[config.mk]
export PLATFORM = sky130hd
export DESIGN_NAME = planificador_llamadas
export DESIGN_NICKNAME = d
export VERILOG_FILES = /design/src/rtl/planificador_llamadas.sv
export SDC_FILE = /design/constraint.sdc
export NUM_CORES = 1
export LEC_CHECK = 0
export ABC_AREA = 1
export CAP_MARGIN = 5
export CORE_MARGIN = 2
export CORE_UTILIZATION = 35
export DETAILED_ROUTE_END_ITERATION = 12
export REMOVE_ABC_BUFFERS = 1
export SYNTH_ARGS = -nofsm -noshare
export SYNTH_HDL_FRONTEND = slang
export SYNTH_SLANG_ARGS = --single-unit
[constraint.sdc]
create_clock -name clk -period 1.4 [get_ports clk]
set_input_delay 0.42 -clock clk [delete_from_list [all_inputs] [get_ports clk]]
set_output_delay 0.42 -clock clk [all_outputs]
set_load 0.01 [all_outputs]
[src/rtl/planificador_llamadas.sv]
// planificador_llamadas
// Upstream request scheduler for the elevator controller. Conditions the four
// floor call buttons (2-flop synchroniser + debounce), latches each accepted
// press as a pending request, and picks the next target floor with a
// nearest-first sweep (SCAN) policy.
//
// Floor code: 00 = piso -1, 01 = piso 1, 10 = piso 2, 11 = piso 3.
//
// Ports
//   clk            in   system clock
//   rst_n          in   asynchronous active-low reset
//   llamada[3:0]   in   raw call buttons, bit i = floor code i
//   piso[1:0]      in   current floor from the controller
//   direccion[1:0] in   controller motion: 00 stopped, 01 up, 10 down, 11 = 00
//   llegada        in   one-cycle pulse: doors opened at piso
//   destino[1:0]   out  registered target floor
//   destino_valido out  registered, high while any request is pending
//   pendientes[3:0] out pending-request bitmap
module planificador_llamadas #(
  parameter int DEBOUNCE = 500000
) (
  input  logic       clk,
  input  logic       rst_n,
  input  logic [3:0] llamada,
  input  logic [1:0] piso,
  input  logic [1:0] direccion,
  input  logic       llegada,
  output logic [1:0] destino,
  output logic       destino_valido,
  output logic [3:0] pendientes
);

  localparam int CW = (DEBOUNCE > 1) ? $clog2(DEBOUNCE) : 1;
  localparam logic [CW-1:0] CNT_MAX = CW'(DEBOUNCE - 1);

  typedef enum logic {BAJA = 1'b0, SUBE = 1'b1} sentido_t;

  logic [3:0] sync1, sync2, stable, stable_d, rise;
  logic [3:0] pend_next, clr;
  logic [3:0] sel, above_mask, below_mask, arriba_bits, abajo_bits;
  logic       hay_arriba, hay_abajo;
  logic [1:0] low_above, high_below;
  logic [1:0] destino_next;
  logic       valido_next;
  sentido_t   sentido, sentido_next;

  // Input synchroniser.
  always_ff @(posedge clk or negedge rst_n) begin
    if (!rst_n) begin
      sync1 <= '0;
      sync2 <= '0;
    end else begin
      sync1 <= llamada;
      sync2 <= sync1;
    end
  end

  // Per-bit debounce: the stable level only follows sync2 after it has
  // disagreed for DEBOUNCE consecutive cycles.
  for (genvar i = 0; i < 4; i++) begin : g_deb
    logic [CW-1:0] cnt;
    logic          lvl;
    always_ff @(posedge clk or negedge rst_n) begin
      if (!rst_n) begin
        cnt <= '0;
        lvl <= 1'b0;
      end else if (sync2[i] == lvl) begin
        cnt <= '0;
      end else if (cnt == CNT_MAX) begin
        lvl <= sync2[i];
        cnt <= '0;
      end else begin
        cnt <= cnt + CW'(1);
      end
    end
    assign stable[i] = lvl;
  end

  // Registered copy of the stable level; a 0->1 step yields a single set
  // request, so holding a button never re-requests.
  always_ff @(posedge clk or negedge rst_n) begin
    if (!rst_n) stable_d <= '0;
    else        stable_d <= stable;
  end
  assign rise = stable & ~stable_d;

  // Clear wins over set on the same bit: the doors are already open there.
  assign clr       = llegada ? (4'b0001 << piso) : 4'b0000;
  assign pend_next = (pendientes | rise) & ~clr;

  always_ff @(posedge clk or negedge rst_n) begin
    if (!rst_n) pendientes <= '0;
    else        pendientes <= pend_next;
  end

  // Floors strictly above / below the current one (shift truncates to 4 bits).
  assign sel         = 4'b0001 << piso;
  assign above_mask  = 4'b1110 << piso;
  assign below_mask  = ~(above_mask | sel);
  assign arriba_bits = pendientes & above_mask;
  assign abajo_bits  = pendientes & below_mask;
  assign hay_arriba  = |arriba_bits;
  assign hay_abajo   = |abajo_bits;

  // State register: sweep direction and registered destination.
  always_ff @(posedge clk or negedge rst_n) begin
    if (!rst_n) begin
      sentido        <= SUBE;
      destino        <= 2'b01;
      destino_valido <= 1'b0;
    end else begin
      sentido        <= sentido_next;
      destino        <= destino_next;
      destino_valido <= valido_next;
    end
  end

  // Next sweep direction. Controller motion dictates it; when stopped, the
  // sweep only reverses if nothing is left ahead but something lies behind.
  always_comb begin
    sentido_next = sentido;
    case (direccion)
      2'b01:   sentido_next = SUBE;
      2'b10:   sentido_next = BAJA;
      default: begin
        if (sentido == SUBE && !hay_arriba && hay_abajo)      sentido_next = BAJA;
        else if (sentido == BAJA && !hay_abajo && hay_arriba) sentido_next = SUBE;
      end
    endcase
  end

  // Nearest pending floor on each side of piso. The descending loop leaves
  // the lowest match above; the ascending loop leaves the highest below.
  always_comb begin
    low_above  = piso;
    high_below = piso;
    for (int f = 3; f >= 0; f--) begin
      if (arriba_bits[f]) low_above = 2'(f);
    end
    for (int f = 0; f < 4; f++) begin
      if (abajo_bits[f]) high_below = 2'(f);
    end
  end

  // Destination select. The direction used is the one being loaded this
  // cycle so a direccion change reaches destino in a single cycle.
  always_comb begin
    destino_next = piso;
    valido_next  = 1'b1;
    if (pendientes == 4'b0000) begin
      valido_next = 1'b0;
    end else if (pendientes[piso]) begin
      destino_next = piso;
    end else if (sentido_next == SUBE) begin
      destino_next = hay_arriba ? low_above : high_below;
    end else begin
      destino_next = hay_abajo ? high_below : low_above;
    end
  end

endmodule

==> summary.txt <==
final setup violation count: 46
GRT Util Overall: 16.9%
first-pass GRT wire length: 22200 um
area of the multi-input gates: 0.00319 sq mm
pin count of the biggest net entering global routing: 49
die width: 128 um
layout cells sized above 1: 42.8%
top sig layer: met4
Vias: 5097
Power Density: 737 mW/mm^2
CP endpoint kind: flop
critical path arrival: 1790 ps
Vias per Instance: 4.80
internal reg-to-reg setup slack: -120 ps
Routed WL: 13900 um
relative slew slack: 80.5%
Reg clk slew, reported paths: 70 ps
initial antenna violation count: 0
CP Capture Point: g_deb[2].cnt[9]$_DFF_PN0_
top_reg_cell synth: dfrtp_1
Final Hold Fails: 0
Initial Util: 35.4%
vias in the first global route: 4755
worst hold stages: 0
Std-Cell Rows: 45
Ant. Diodes: 0
Finished Layout Cells: 1061
max-slew violations: 0
clock root buffer: clkbuf_16
register bit total from synthesis: 100
I/O pin total: 18
synth warn: 0
nets@finish: 884
Skew-Pair Late Insertion Delay: 350 ps
drc violations: 0
Setup TNS: -2420 ps
Clk pwr share: 42.0%
combinational power share: 8.7%
outcome: finished, violations left
drt initial violations: 291
Reg2Reg Depth: 8
Detailed Place HPWL: 9360 um
Worst Path Max Fanout: 7
sequential area share after synthesis: 46.8%
leak pwr: 0.00384 uW
kind of critical path: flop to flop
Cell variety after synth: 40
worst hold margin: 352 ps
Hold Path Class: flop to flop
RSZ-0062 raised after global routing: yes
H-tree levels: 3
wire length on met3: 435 um
Die ar.: 0.0163 sq mm
synthesized instance count: 669
Sw Share: 24.1%
Achievable Freq: 659 MHz
Final WS setup: -117 ps
Die H: 128 um
GRT overflow: 0
failing checks: negative setup slack
PortBufs: 17
clk sink count: 100
Switching Power: 1460 uW
CP required: 1670 ps
drt wl/cell: 13.1 um
period utilization: 108%
worst slew pin tran: 291 ps
Reg2Reg Capture Point: g_deb[2].cnt[9]$_DFF_PN0_
Placer Congestion: 0.890
DR WL met2: 6800 um
CP Launch Type: flop
CTS Buffer Depth: 2
min cycle time layout: 1520 ps
clock skew: 4.37 ps
Reg area: 0.00251 sq mm
met1 WL: 6430 um
DRT antenna net count: 0
Avg Synthesized Cell Area: 7.99 sq um
VDD IR max: 0.000647 V
CTS tree: yes
# fillers: 1335
Post-Place Cells: 1002
worst r2r src: g_deb[2].cnt[1]$_DFF_PN0_
max-cap violation count: 0
Post-synth EDFFs: 0
most frequent cells in the layout: 147 x buf_4, 90 x dfrtp_1, 84 x nand2_1
Worst Setup SP: g_deb[2].cnt[1]$_DFF_PN0_
Place WS: -668 ps
fin util: 54.4%
first-pass detailed-route iteration total: 4
CTS Buf Count: 9
sequential share of power: 49.3%
post-synthesis async set-or-reset flop share: 100%
core area: 0.0151 sq mm
most common cell after layout, fill and taps aside: buf_4
Area Growth Syn to Fin: 53.6%
Internal: 4590 uW
Syn Std Cell Area: 0.00535 sq mm
[cell type report]
type | instances | area share, %
Clock buffer | 10 | 2.79
Tap cell | 188 | 2.86
Sequential cell | 100 | 30.6
Inverter | 99 | 4.66
Clock inverter | 6 | 0.899
Multi-Input combinational cell | 466 | 38.9
Timing Repair Buffer | 192 | 19.3
[kinds of logic (layout without fill, tap and decap cells)]
kind of cell | count (synthesis) | after routing | share of synthesized area (%)
muxes | 1 | 1 | 0.211
buffers and inverters | 103 | 307 | 7.37
DFF | 100 | 100 | 46.8
AOI/OAI and AO/OA | 66 | 66 | 6.71
and+or+nand+nor | 370 | 370 | 33.8
adders and majority gates | 5 | 5 | 1.17
xor gates and xnor gates | 24 | 24 | 3.93
[worst max-delay path: stages, from the launching register on]
cell	delay, ps
dfrtp_1	420
ha_4	190
nand2_4	70
nor2_4	40
nand4_1	140
nor2_2	70
nor2_4	250
inv_4	110
nor3b_2	150
[state kept, by name, summed over array words and instances (netlist names)]
| register | cells |
|---|---|
| g_deb.cnt | 76 |
| sync2 | 4 |
| stable_d | 4 |
| pendientes | 4 |
| sync1 | 4 |
| destino_valido | 1 |
| destino | 2 |
| g_deb.lvl | 4 |
| sentido | 1 |
[cells in the mapped netlist (5+ instances only)]
library cell	count	area (sq um)
a21oi_1	25	125
dfrtp_1	98	2450
ha_1	5	62.6
inv_1	92	345
inv_2	5	18.8
nand2_1	111	417
nand2_2	8	50.1
nand3_1	41	205
nand3_2	5	50.1
nand4_1	29	181
nor2_1	105	394
nor2_2	5	31.3
nor3_1	31	155
nor3b_1	6	45.0
nor4_1	6	37.5
o21ai_0	27	135
xor2_1	21	184
[power groups by stage]
stage / registers [uW] / clock network, uW / logic [uW]
final: 2980 / 2540 / 526
after global routing: 2990 / 2770 / 581
after CTS: 2970 / 2610 / 442
after detailed placement: 3020 / 0 / 393
after global placement: 3020 / 0 / 391
after floorplan: 3030 / 0 / 132
[through the flow]
stage               cell area, sq um  total power (uW)
finish                          8210              6050
global route                    8210              6330
CTS                             7490              6020
detailed placement              6740              3410
global placement                6740              3410
floorplan                       5330              3160
[per-layer routing]
| metal | up-vias | global-route usage, % |
|---|---|---|
| li1 | 2578 | - |
| met1 | 2430 | 22.9 |
| met2 | 73 | 27.1 |
| met3 | 16 | 3.27 |
| met4 | 0 | 5.75 |
| met5 | - | 0 |
[repair_timing]
action	CTS	global route
pin swaps	33	71
buffers inserted	18	30
hold buffers	1	0
cloned	0	0
endpoints found under the hold margin	14	0
endpoints found under the setup margin	59	75
resized for setup	112	146
[worst min-delay path by stage]
stage               slack, ps               start                      end
finish                    350  sync1[3]$_DFF_PN0_       sync2[3]$_DFF_PN0_
global route              360  sync1[3]$_DFF_PN0_       sync2[3]$_DFF_PN0_
CTS                       350  sync1[3]$_DFF_PN0_       sync2[3]$_DFF_PN0_
detailed placement        330               rst_n  pendientes[1]$_DFF_PN0_
global placement          330               rst_n     destino[1]$_DFF_PN0_
floorplan                 120               rst_n     destino[1]$_DFF_PN0_
No activity file was read; power rests on OpenSTA's default activity.
